==> config.mk <==
export PLATFORM = sky130hd
export DESIGN_NAME = dbgu_host
export DESIGN_NICKNAME = d
export VERILOG_FILES = /design/src/rtl/dbgu_host.sv
export SDC_FILE = /design/constraint.sdc
export NUM_CORES = 1
export LEC_CHECK = 0
export BUFFER_PORTS_ARGS = -buffer_cell sky130_fd_sc_hd__buf_2
export CAP_MARGIN = 20
export CORE_MARGIN = 2
export CORE_UTILIZATION = 55
export CTS_CLUSTER_DIAMETER = 100
export DETAILED_ROUTE_END_ITERATION = 8
export PLACE_DENSITY = 0.81
export SLEW_MARGIN = 20
export SYNTH_ARGS = -nofsm -noshare
export SYNTH_HDL_FRONTEND = slang
export SYNTH_SLANG_ARGS = --single-unit
==> constraint.sdc <==
create_clock -name clk -period 2.9 [get_ports clk]
set_clock_uncertainty 0.05 [all_clocks]
set_input_delay 0.145 -clock clk [delete_from_list [all_inputs] [get_ports clk]]
set_output_delay 0.145 -clock clk [all_outputs]
set_load 0.02 [all_outputs]
==> src/rtl/dbgu_host.sv <==
// dbgu_host: turns memory read/write requests into a UART debug command byte stream
module dbgu_host #(
  parameter int RESP_TIMEOUT = 65535
) (
  input  logic        clk,
  input  logic        rst,
  input  logic        req_valid,
  output logic        req_ready,
  input  logic        req_we,
  input  logic [31:0] req_addr,
  input  logic [31:0] req_wdata,
  output logic        rsp_valid,
  output logic [31:0] rsp_rdata,
  output logic        rsp_timeout,
  output logic [7:0]  tx_data,
  output logic        tx_valid,
  input  logic        tx_ready,
  input  logic [7:0]  rx_data,
  input  logic        rx_valid,
  output logic        busy
);
  localparam int TW = $clog2(RESP_TIMEOUT + 1);
  typedef enum logic [2:0] {IDLE, SET_CMD, SET_ADDR, OP_CMD, WR_DATA, RD_WAIT, DONE} state_t;
  state_t state;
  logic we_q;
  logic [31:0] addr_q, wdata_q;
  logic [1:0] bcnt;
  logic [TW-1:0] tcnt;
  logic [7:0] addr_nx, wdata_nx;
  // byte that follows the one currently on tx_data within a 4-byte field
  assign addr_nx  = 8'(addr_q >> {bcnt + 2'd1, 3'b000});
  assign wdata_nx = 8'(wdata_q >> {bcnt + 2'd1, 3'b000});
  always_ff @(posedge clk) begin
    if (rst) begin
      state       <= IDLE;
      req_ready   <= 1'b1;
      busy        <= 1'b0;
      tx_valid    <= 1'b0;
      tx_data     <= 8'h00;
      rsp_valid   <= 1'b0;
      rsp_timeout <= 1'b0;
      rsp_rdata   <= 32'h0;
      we_q        <= 1'b0;
      addr_q      <= 32'h0;
      wdata_q     <= 32'h0;
      bcnt        <= 2'd0;
      tcnt        <= '0;
    end else begin
      case (state)
        IDLE: if (req_valid && req_ready) begin
          we_q        <= req_we;
          addr_q      <= req_addr;
          wdata_q     <= req_wdata;
          state       <= SET_CMD;
          req_ready   <= 1'b0;
          busy        <= 1'b1;
          tx_valid    <= 1'b1;
          tx_data     <= 8'h01;
          rsp_timeout <= 1'b0;
        end
        SET_CMD: if (tx_ready) begin
          state   <= SET_ADDR;
          bcnt    <= 2'd0;
          tx_data <= addr_q[7:0];
        end
        SET_ADDR: if (tx_ready) begin
          bcnt    <= bcnt + 2'd1;
          state   <= bcnt == 2'd3 ? OP_CMD : SET_ADDR;
          tx_data <= bcnt == 2'd3 ? (we_q ? 8'h04 : 8'h05) : addr_nx;
        end
        OP_CMD: if (tx_ready) begin
          state    <= we_q ? WR_DATA : RD_WAIT;
          tx_valid <= we_q;
          tx_data  <= we_q ? wdata_q[7:0] : 8'h00;
          tcnt     <= '0;
        end
        WR_DATA: if (tx_ready) begin
          bcnt      <= bcnt + 2'd1;
          state     <= bcnt == 2'd3 ? DONE : WR_DATA;
          tx_valid  <= bcnt != 2'd3;
          tx_data   <= bcnt == 2'd3 ? 8'h00 : wdata_nx;
          rsp_valid <= bcnt == 2'd3;
        end
        RD_WAIT: if (rx_valid) begin
          rsp_rdata[{bcnt, 3'b000} +: 8] <= rx_data;
          bcnt      <= bcnt + 2'd1;
          tcnt      <= '0;
          state     <= bcnt == 2'd3 ? DONE : RD_WAIT;
          rsp_valid <= bcnt == 2'd3;
        end else if (tcnt == TW'(RESP_TIMEOUT - 1)) begin
          state       <= DONE;
          rsp_valid   <= 1'b1;
          rsp_timeout <= 1'b1;
          rsp_rdata   <= '1;
          bcnt        <= 2'd0;
        end else begin
          tcnt <= tcnt + TW'(1);
        end
        DONE: begin
          rsp_valid <= 1'b0;
          state     <= IDLE;
          busy      <= 1'b0;
          req_ready <= 1'b1;
        end
        default: state <= IDLE;
      endcase
    end
  end
endmodule

==> impl_results.md, run 1 <==
* Result of the run: finished, final reports clean
* Distinct cell type count of the synthesized netlist at 59
* Starting density of the core at a little under three fifths
* Max IR drop VDD at 0.000735 V
* Resized cells post-CTS at 0
* Fraction of met1 tracks used by global routing at 38.1%
* Register bit count reported by yosys at 131
* Unrepaired setup endpoints after global routing: false
* Total of max-cap violations at 0
* Filler cell count at between 700 and 800
* Crit path capture type: flip-flop
* Full die area at around 0.012 sq mm
* Count of mapped cells out of synthesis at ~750
* Layout cells sized above 1 at around a fifth
* H-tree level count at 4
* Top FF cell, synth: sky130_fd_sc_hd__dfxtp_1
* Number of ports placed on the die boundary at roughly 120
* Final routed wire length divided by cell count at ~18 um
* Met2 Use GR at a little under three fifths
* Number of global-route vias before repair at roughly 6300
* Final worst path period need at about 2600 ps
* First-pass GRT wire length at ~30000 um
* Total power per unit cell area at about 600 mW/mm^2
* Initial detailed-routing violation count at between 700 and 800
* Period Utilization, post-route at 89.4%
* Clock power frac at between 40% and 50%
* Number of vias after detailed routing at 6518
* Number of synthesized flops with an enable pin at 0
* Net Sw Power at 1.33 mW
* Sink count of the clock tree at 131
* Synthesized cell area at roughly 0.0061 sq mm
* Length of the first detailed-routing pass in iterations at 8
* Worst-margin pin slew at 1000 ps
* Clock tree from TritonCTS: yes
* Final hold violation count at 0
* Register clock-pin slew on the reported worst setup and hold paths at roughly 60 ps
* Chip Height at 109 um
* Power share of the sequential group at approximately 41%
* Max-slew violation count at 0
* Headroom to the max-slew limit at 33.3%
* Final RePlAce weighted congestion at roughly 0.93
* Placement row count at 38
* Static power due to leakage at approximately 3.1 nW
* Growth of design area from synthesis to finish at 32.2%
* Source-to-sink clock delay at the later pin of the worst-skew pair at 540 ps
* Post-DP HPWL at ~12000 um
* Critical Path AT at between 3000 and 4000 ps
* Worst setup path category: reg -> reg
* M3 GR Usage at approximately a tenth
* Pin count of the biggest net entering global routing at 75
* Count of nets after finishing at approximately 1000
* YS warnings at 0
* Global routing's busiest layer: met2
* Max clock buf depth at 2
* Grt total ovfl at 0
* Port bufs at ~120
* Combinational cell fraction of total power at between 15 and 20%
* Overall Global Routing Usage at about 33%
* Endpoints failing setup at 0
* Routed wire length at between 15000 and 20000 um
* Sum of negative setup slack at 0 ps
* Proportion of total power due to net switching at 27.6%
* Initial antenna violation count at 1
* Average size of a mapped cell at between 8 and 9 sq um
* Maximum fanout along the worst path at 21
* Routed via count divided by cell count at 6.11
* Chip width at about 110 um
* Area of the core at between 0.01 and 0.015 sq mm
* Proportion of register bits with asynchronous set or reset after synthesis at 0%
* Critical Path RT at roughly 3300 ps
* CP Launch Type: flip-flop
* Fmax at around 390 MHz
* Remaining DRCs at 0
* DRT antenna net count at 0
* Final Cell Area at about 0.0080 sq mm
* Internal Power at ~3.5 mW
* Number of buffers created by CTS at 17
* Standard cell area after detailed placement at about 0.0067 sq mm
* Sequential share of the synthesized area at 43.2%
* Classification of the worst-slack hold path: in -> reg
* CTS Root Buffer Type: sky130_fd_sc_hd__clkbuf_8
* Syn Nets at between 800 and 900
## repair_timing
action / CTS / global route
hold buffers: 74 / 0
setup endpoints to repair: 0 / 0
buffers inserted: 0 / 0
endpoints found under the hold margin: 98 / 0
## worst paths after layout
| kind | cells past startpoint | end | start | slack (ps) |
|---|---|---|---|---|
| max reg2reg | 5 | tcnt[13] | state[2] | 310 |
| max | 5 | tcnt[13] | state[2] | 310 |
| min | 3 | state[0] | rx_valid | 120 |
| min reg2reg | 2 | wdata_q[24] | wdata_q[24] | 400 |
## state kept, by name (all words and copies together), names as in the netlist
register / cells
rsp_valid: 1
tx_data: 8
tx_valid: 1
rsp_timeout: 1
wdata_q: 32
state: 3
we_q: 1
req_ready: 1
tcnt: 16
bcnt: 2
addr_q: 32
busy: 1
rsp_rdata: 32
## metal layers
layer / vias to the layer above / wire (um)
li1: 3007 / -
met1: 3082 / 7330
met2: 352 / 9880
met3: 77 / 1440
met4: 0 / 708
met5: - / 0
## area by class of cell
class	instances	area, sq um	area share (%)
multi-input combinational	548	3160	39.4
sequential	131	2620	32.7
timing repair buffer	206	1450	18.1
clock buffer	20	445	5.55
tap	140	175	2.18
clock inverter	12	131	1.64
inverter	8	30.0	0.374
antenna	1	2.50	0.0312
## synthesized netlist by cell type (3+ instances only)
cell | n | share of area (%)
sky130_fd_sc_hd__a211oi_1 | 4 | 0.49
sky130_fd_sc_hd__a21oi_1 | 126 | 10
sky130_fd_sc_hd__a221o_1 | 6 | 0.99
sky130_fd_sc_hd__a22oi_1 | 3 | 0.37
sky130_fd_sc_hd__a311oi_1 | 6 | 0.87
sky130_fd_sc_hd__a31oi_1 | 5 | 0.52
sky130_fd_sc_hd__a41oi_1 | 3 | 0.43
sky130_fd_sc_hd__and3_1 | 6 | 0.62
sky130_fd_sc_hd__and4_1 | 4 | 0.58
sky130_fd_sc_hd__buf_1 | 6 | 0.37
sky130_fd_sc_hd__buf_2 | 24 | 2.0
sky130_fd_sc_hd__clkbuf_1 | 30 | 1.9
sky130_fd_sc_hd__dfxtp_1 | 131 | 43
sky130_fd_sc_hd__ha_1 | 6 | 1.2
sky130_fd_sc_hd__inv_1 | 6 | 0.37
sky130_fd_sc_hd__mux4_2 | 16 | 5.9
sky130_fd_sc_hd__nand2_1 | 155 | 9.6
sky130_fd_sc_hd__nand2b_1 | 7 | 0.72
sky130_fd_sc_hd__nand3_1 | 22 | 1.8
sky130_fd_sc_hd__nand3b_1 | 3 | 0.37
sky130_fd_sc_hd__nand4_1 | 6 | 0.62
sky130_fd_sc_hd__nor2_1 | 25 | 1.5
sky130_fd_sc_hd__nor2b_1 | 3 | 0.31
sky130_fd_sc_hd__nor3_1 | 73 | 6.0
sky130_fd_sc_hd__o211ai_1 | 3 | 0.37
sky130_fd_sc_hd__o21ai_0 | 17 | 1.4
sky130_fd_sc_hd__or3_1 | 9 | 0.93
## critical path, stage by stage (launching register included)
cell	delay, ps
sky130_fd_sc_hd__dfxtp_1	800
sky130_fd_sc_hd__inv_2	220
sky130_fd_sc_hd__and3_1	250
sky130_fd_sc_hd__o221ai_1	770
sky130_fd_sc_hd__o21ai_0	260
sky130_fd_sc_hd__a21oi_1	170
## kinds of logic (layout without fill, tap and decap cells)
| kind of cell | count (synthesis) | in the layout | synth area share, % |
|---|---|---|---|
| flops | 131 | 131 | 43.2 |
| buf+inv | 69 | 246 | 4.88 |
| compound gates | 190 | 190 | 18.3 |
| other cells | 0 | 1 | 0 |
| fa+ha+maj | 6 | 6 | 1.24 |
| simple gates | 333 | 333 | 26.0 |
| xor+xnor | 2 | 2 | 0.289 |
| mux | 17 | 17 | 6.10 |
## through the flow
stage | hold slack (ps) | utilization (%) | total power, mW | instances | setup WS (ps)
2_1_floorplan | 231 | - | 2.43 | 748 | 469
3_3_place_gp | 336 | 62.1 | 2.62 | 959 | 538
3_5_place_dp | 344 | 62.1 | 2.64 | 959 | 408
4_1_cts | 101 | 74.3 | 4.77 | 1065 | 400
5_1_grt | 126 | 74.4 | 4.96 | 1066 | 101
6_report | 120 | 74.4 | 4.80 | 1066 | 307
## cells in the final DEF (no fill, tap or decap), types with 4 or more instances in the layout
cell type	instances
sky130_fd_sc_hd__nand2_1	155
sky130_fd_sc_hd__dfxtp_1	131
sky130_fd_sc_hd__a21oi_1	126
sky130_fd_sc_hd__buf_2	121
sky130_fd_sc_hd__dlygate4sd3_1	74
sky130_fd_sc_hd__nor3_1	73
sky130_fd_sc_hd__nor2_1	24
sky130_fd_sc_hd__nand3_1	21
sky130_fd_sc_hd__o21ai_0	17
sky130_fd_sc_hd__mux4_2	16
sky130_fd_sc_hd__clkbuf_16	16
sky130_fd_sc_hd__or3_1	9
sky130_fd_sc_hd__buf_4	9
sky130_fd_sc_hd__nand2b_1	7
sky130_fd_sc_hd__inv_1	6
sky130_fd_sc_hd__nand4_1	6
sky130_fd_sc_hd__and3_1	6
sky130_fd_sc_hd__a311oi_1	6
sky130_fd_sc_hd__a221o_1	6
sky130_fd_sc_hd__ha_1	6
sky130_fd_sc_hd__a31oi_1	5
sky130_fd_sc_hd__and4_1	4
sky130_fd_sc_hd__a211oi_1	4
sky130_fd_sc_hd__clkinvlp_4	4
## power by group through the flow
stage	Clock, mW	Combinational [mW]	Sequential, mW
5_1_grt	2.17	0.784	2.00
3_3_place_gp	0	0.601	2.02
3_5_place_dp	0	0.617	2.02
4_1_cts	2.09	0.700	1.98
2_1_floorplan	0	0.441	1.99
6_report	2.09	0.723	1.99
(Power assumes the default switching activity.)
==> run 2: changes to the inputs <==
--- a/config.mk
+++ b/config.mk
@@ -5,7 +5,7 @@
 export SDC_FILE = /design/constraint.sdc
 export NUM_CORES = 1
 export LEC_CHECK = 0
-export BUFFER_PORTS_ARGS = -buffer_cell sky130_fd_sc_hd__buf_2
+export BUFFER_PORTS_ARGS = -buffer_cell sky130_fd_sc_hd__clkbuf_2
 export CAP_MARGIN = 20
 export CORE_MARGIN = 2
 export CORE_UTILIZATION = 55
==> constraint.sdc (replaced) <==
create_clock -name clk -period 2.9 [get_ports clk]
set_clock_uncertainty 0.05 [all_clocks]
set_input_delay 0.145 -clock clk [delete_from_list [all_inputs] [get_ports clk]]
set_output_delay 0.145 -clock clk [all_outputs]
set_load 0.01 [all_outputs]
==> impl_results.md, run 2 (synthesis gave the netlist of run 1 again) <==
* Area of the core at 0.0108 sq mm (unchanged)
* Final RePlAce weighted congestion at 0.875 (-5.5%)
* Combinational cell fraction of total power at 14.6% (-0.5 points)
* Worst setup path category: reg -> reg
* Remaining DRCs at 0 (unchanged)
* Total of max-cap violations at 0 (unchanged)
* Final setup slack of the worst path at 344 ps (+37.2 ps)
* Classification of the worst-slack hold path: in -> reg
* Max clock buf depth at 2 (unchanged)
* Number of antenna cells inserted at 0 (-1)
* Placement row count at 38 (unchanged)
* Clock power frac at 43.8% (+0.3 points)
* Unrepaired setup endpoints after global routing: false
* Number of global-route vias before repair at 6210 (-1.5%)
* Layout cells sized above 1 at 20.8% (-0.13 points)
* Setup bufs post-CTS at 0 (unchanged)
* Pin count of the biggest net entering global routing at 72 (-4.0%)
* Sink count of the clock tree at 131 (unchanged)
* Proportion of total power due to net switching at 26.5% (-1.1 points)
* Routed wire length at 18600 um (-3.9%)
* Source-to-sink clock delay at the later pin of the worst-skew pair at 540 ps (about the same)
* Full die area at 0.0119 sq mm (unchanged)
* Result of the run: finished, final reports clean
* Period Utilization, post-route at 88.1% (-1.3 points)
* Static power due to leakage at 3.08 nW (-0.42%)
* Critical Path RT at 3310 ps (about the same)
* Headroom to the max-slew limit at 28.8% (-4.6 points)
* Total power per unit cell area at 596 mW/mm^2 (-0.37%)
* Initial antenna violation count at 0 (-1)
* Internal Power at 3.51 mW (+1.1%)
* Length of the first detailed-routing pass in iterations at 5 (-3)
* Count of nets after finishing at 997 (+0.10%)
* Number of buffers created by CTS at 17 (unchanged)
* First-pass GRT wire length at 30100 um (-1.0%)
* DRT antenna net count at 0 (unchanged)
* Chip width at 109 um (unchanged)
* Sum of negative setup slack at 0 ps (unchanged)
* Max-slew violation count at 0 (unchanged)
* Critical Path AT at 2960 ps (-50 ps)
* Grt total ovfl at 0 (unchanged)
* Place WS at 487 ps (+79.1 ps)
* CTS Root Buffer Type: sky130_fd_sc_hd__clkbuf_8
* Post-DP HPWL at 11200 um (-2.5%)
* Initial detailed-routing violation count at 650 (-12%)
* Port bufs at 122 (unchanged)
* Total power of the final layout at 4.78 mW (-0.44%)
* Final routed wire length divided by cell count at 17.4 um (-3.9%)
* Chip Height at 109 um (unchanged)
* Top Registers: addr_q: 32 flops, rsp_rdata: 32 flops, wdata_q: 32 flops
* Fmax at 391 MHz (+1.5%)
* Net Sw Power at 1.26 mW (-4.6%)
* Endpoints failing setup at 0 (unchanged)
* H-tree level count at 4 (unchanged)
* Resized cells post-CTS at 0 (unchanged)
* Most frequent cells in the layout: sky130_fd_sc_hd__nand2_1 (155), sky130_fd_sc_hd__dfxtp_1 (131), sky130_fd_sc_hd__a21oi_1 (126)
* Tightest hold margin at 90.7 ps (-28.8 ps)
* Routed via count divided by cell count at 6.02 (-1.5%)
* Maximum fanout along the worst path at 12 (-43%)
* Clock tree from TritonCTS: yes
* Crit path capture type: flip-flop
* Worst-margin pin slew at 1070 ps (+68.4 ps)
* CP Launch Type: flip-flop
* Max IR drop VDD at 0.000508 V (-31%)
* Register clock-pin slew on the reported worst setup and hold paths at 60 ps (about the same)
* Growth of design area from synthesis to finish at 32.1% (about the same)
* Final worst path period need at 2560 ps (-37.2 ps)
* Power share of the sequential group at 41.7% (+0.3 points)
* Overall Global Routing Usage at 32.6% (-0.74 points)
* Most common library cell in the layout ignoring fill and taps: sky130_fd_sc_hd__nand2_1
* Number of vias after detailed routing at 6419 (-1.5%)
* Final hold violation count at 0 (unchanged)
* Starting density of the core at 56.2% (unchanged)
* Number of ports placed on the die boundary at 123 (unchanged)
==> run 2: cell types whose count changed in the layout (fill, tap and decap cells not counted) <==
cell and change:
sky130_fd_sc_hd__clkinvlp_4 -2, sky130_fd_sc_hd__buf_2 -121, sky130_fd_sc_hd__buf_12 -1, sky130_fd_sc_hd__clkinv_4 -2, sky130_fd_sc_hd__buf_4 +2, sky130_fd_sc_hd__clkbuf_8 +2
sky130_fd_sc_hd__clkbuf_2 +121, sky130_fd_sc_hd__clkbuf_1 +2, sky130_fd_sc_hd__diode_2 -1
==> run 2: power groups by stage <==
stage	registers, mW	logic (mW)	clock network, mW
global route	2.00	0.762	2.19
floorplan	1.98	0.441	0
finish	1.99	0.696	2.09
detailed placement	2.03	0.591	0
global placement	2.02	0.575	0
CTS	1.99	0.673	2.10
==> run 2: final timing paths <==
check	startpoint	end	slack, ps	cells after the start
hold / removal	rst	state[2]	90	2
hold reg to reg	wdata_q[14]	wdata_q[14]	410	2
setup reg to reg	tcnt[0]	tcnt[2]	340	7
setup / recovery	tcnt[0]	tcnt[2]	340	7
==> run 2: layer usage <==
layer	vias up	global-route usage [%]	share of wire (%)
li1	3010	-	-
met1	3053	39.6	39
met2	305	55.1	51
met4	0	13.6	2.6
met3	51	8.13	7.4
met5	-	0	0
==> run 2: critical path, cell delays in order (launching register included) <==
cell and delay, ps:
sky130_fd_sc_hd__dfxtp_1 340, sky130_fd_sc_hd__inv_1 120, sky130_fd_sc_hd__ha_1 150, sky130_fd_sc_hd__nand4_1 140, sky130_fd_sc_hd__nand4b_1 330, sky130_fd_sc_hd__o221ai_1 900
sky130_fd_sc_hd__o21ai_0 260, sky130_fd_sc_hd__a21oi_1 190
==> run 2: stage by stage <==
step	cell area (sq um)	std cells	util, %
after floorplan	6070	748	-
after global placement	6700	960	62.1
after detailed placement	6700	960	62.1
after CTS	8020	1066	74.3
after global routing	8020	1066	74.3
final	8020	1066	74.3
==> run 2: area by class of cell <==
class / instances / area [sq um]
tap: 140 / 175
timing repair buffer: 207 / 1450
sequential: 131 / 2620
clock buffer: 24 / 480
fill: 730 / 2770
multi-input combinational: 548 / 3160
clock inverter: 8 / 98.8
inverter: 8 / 30.0
==> run 2: repair_timing <==
item / 4_1_cts / 5_1_grt
endpoints found under the setup margin: 0 / 0
hold buffers: 74 / 0
hold endpoints to repair: 98 / 0
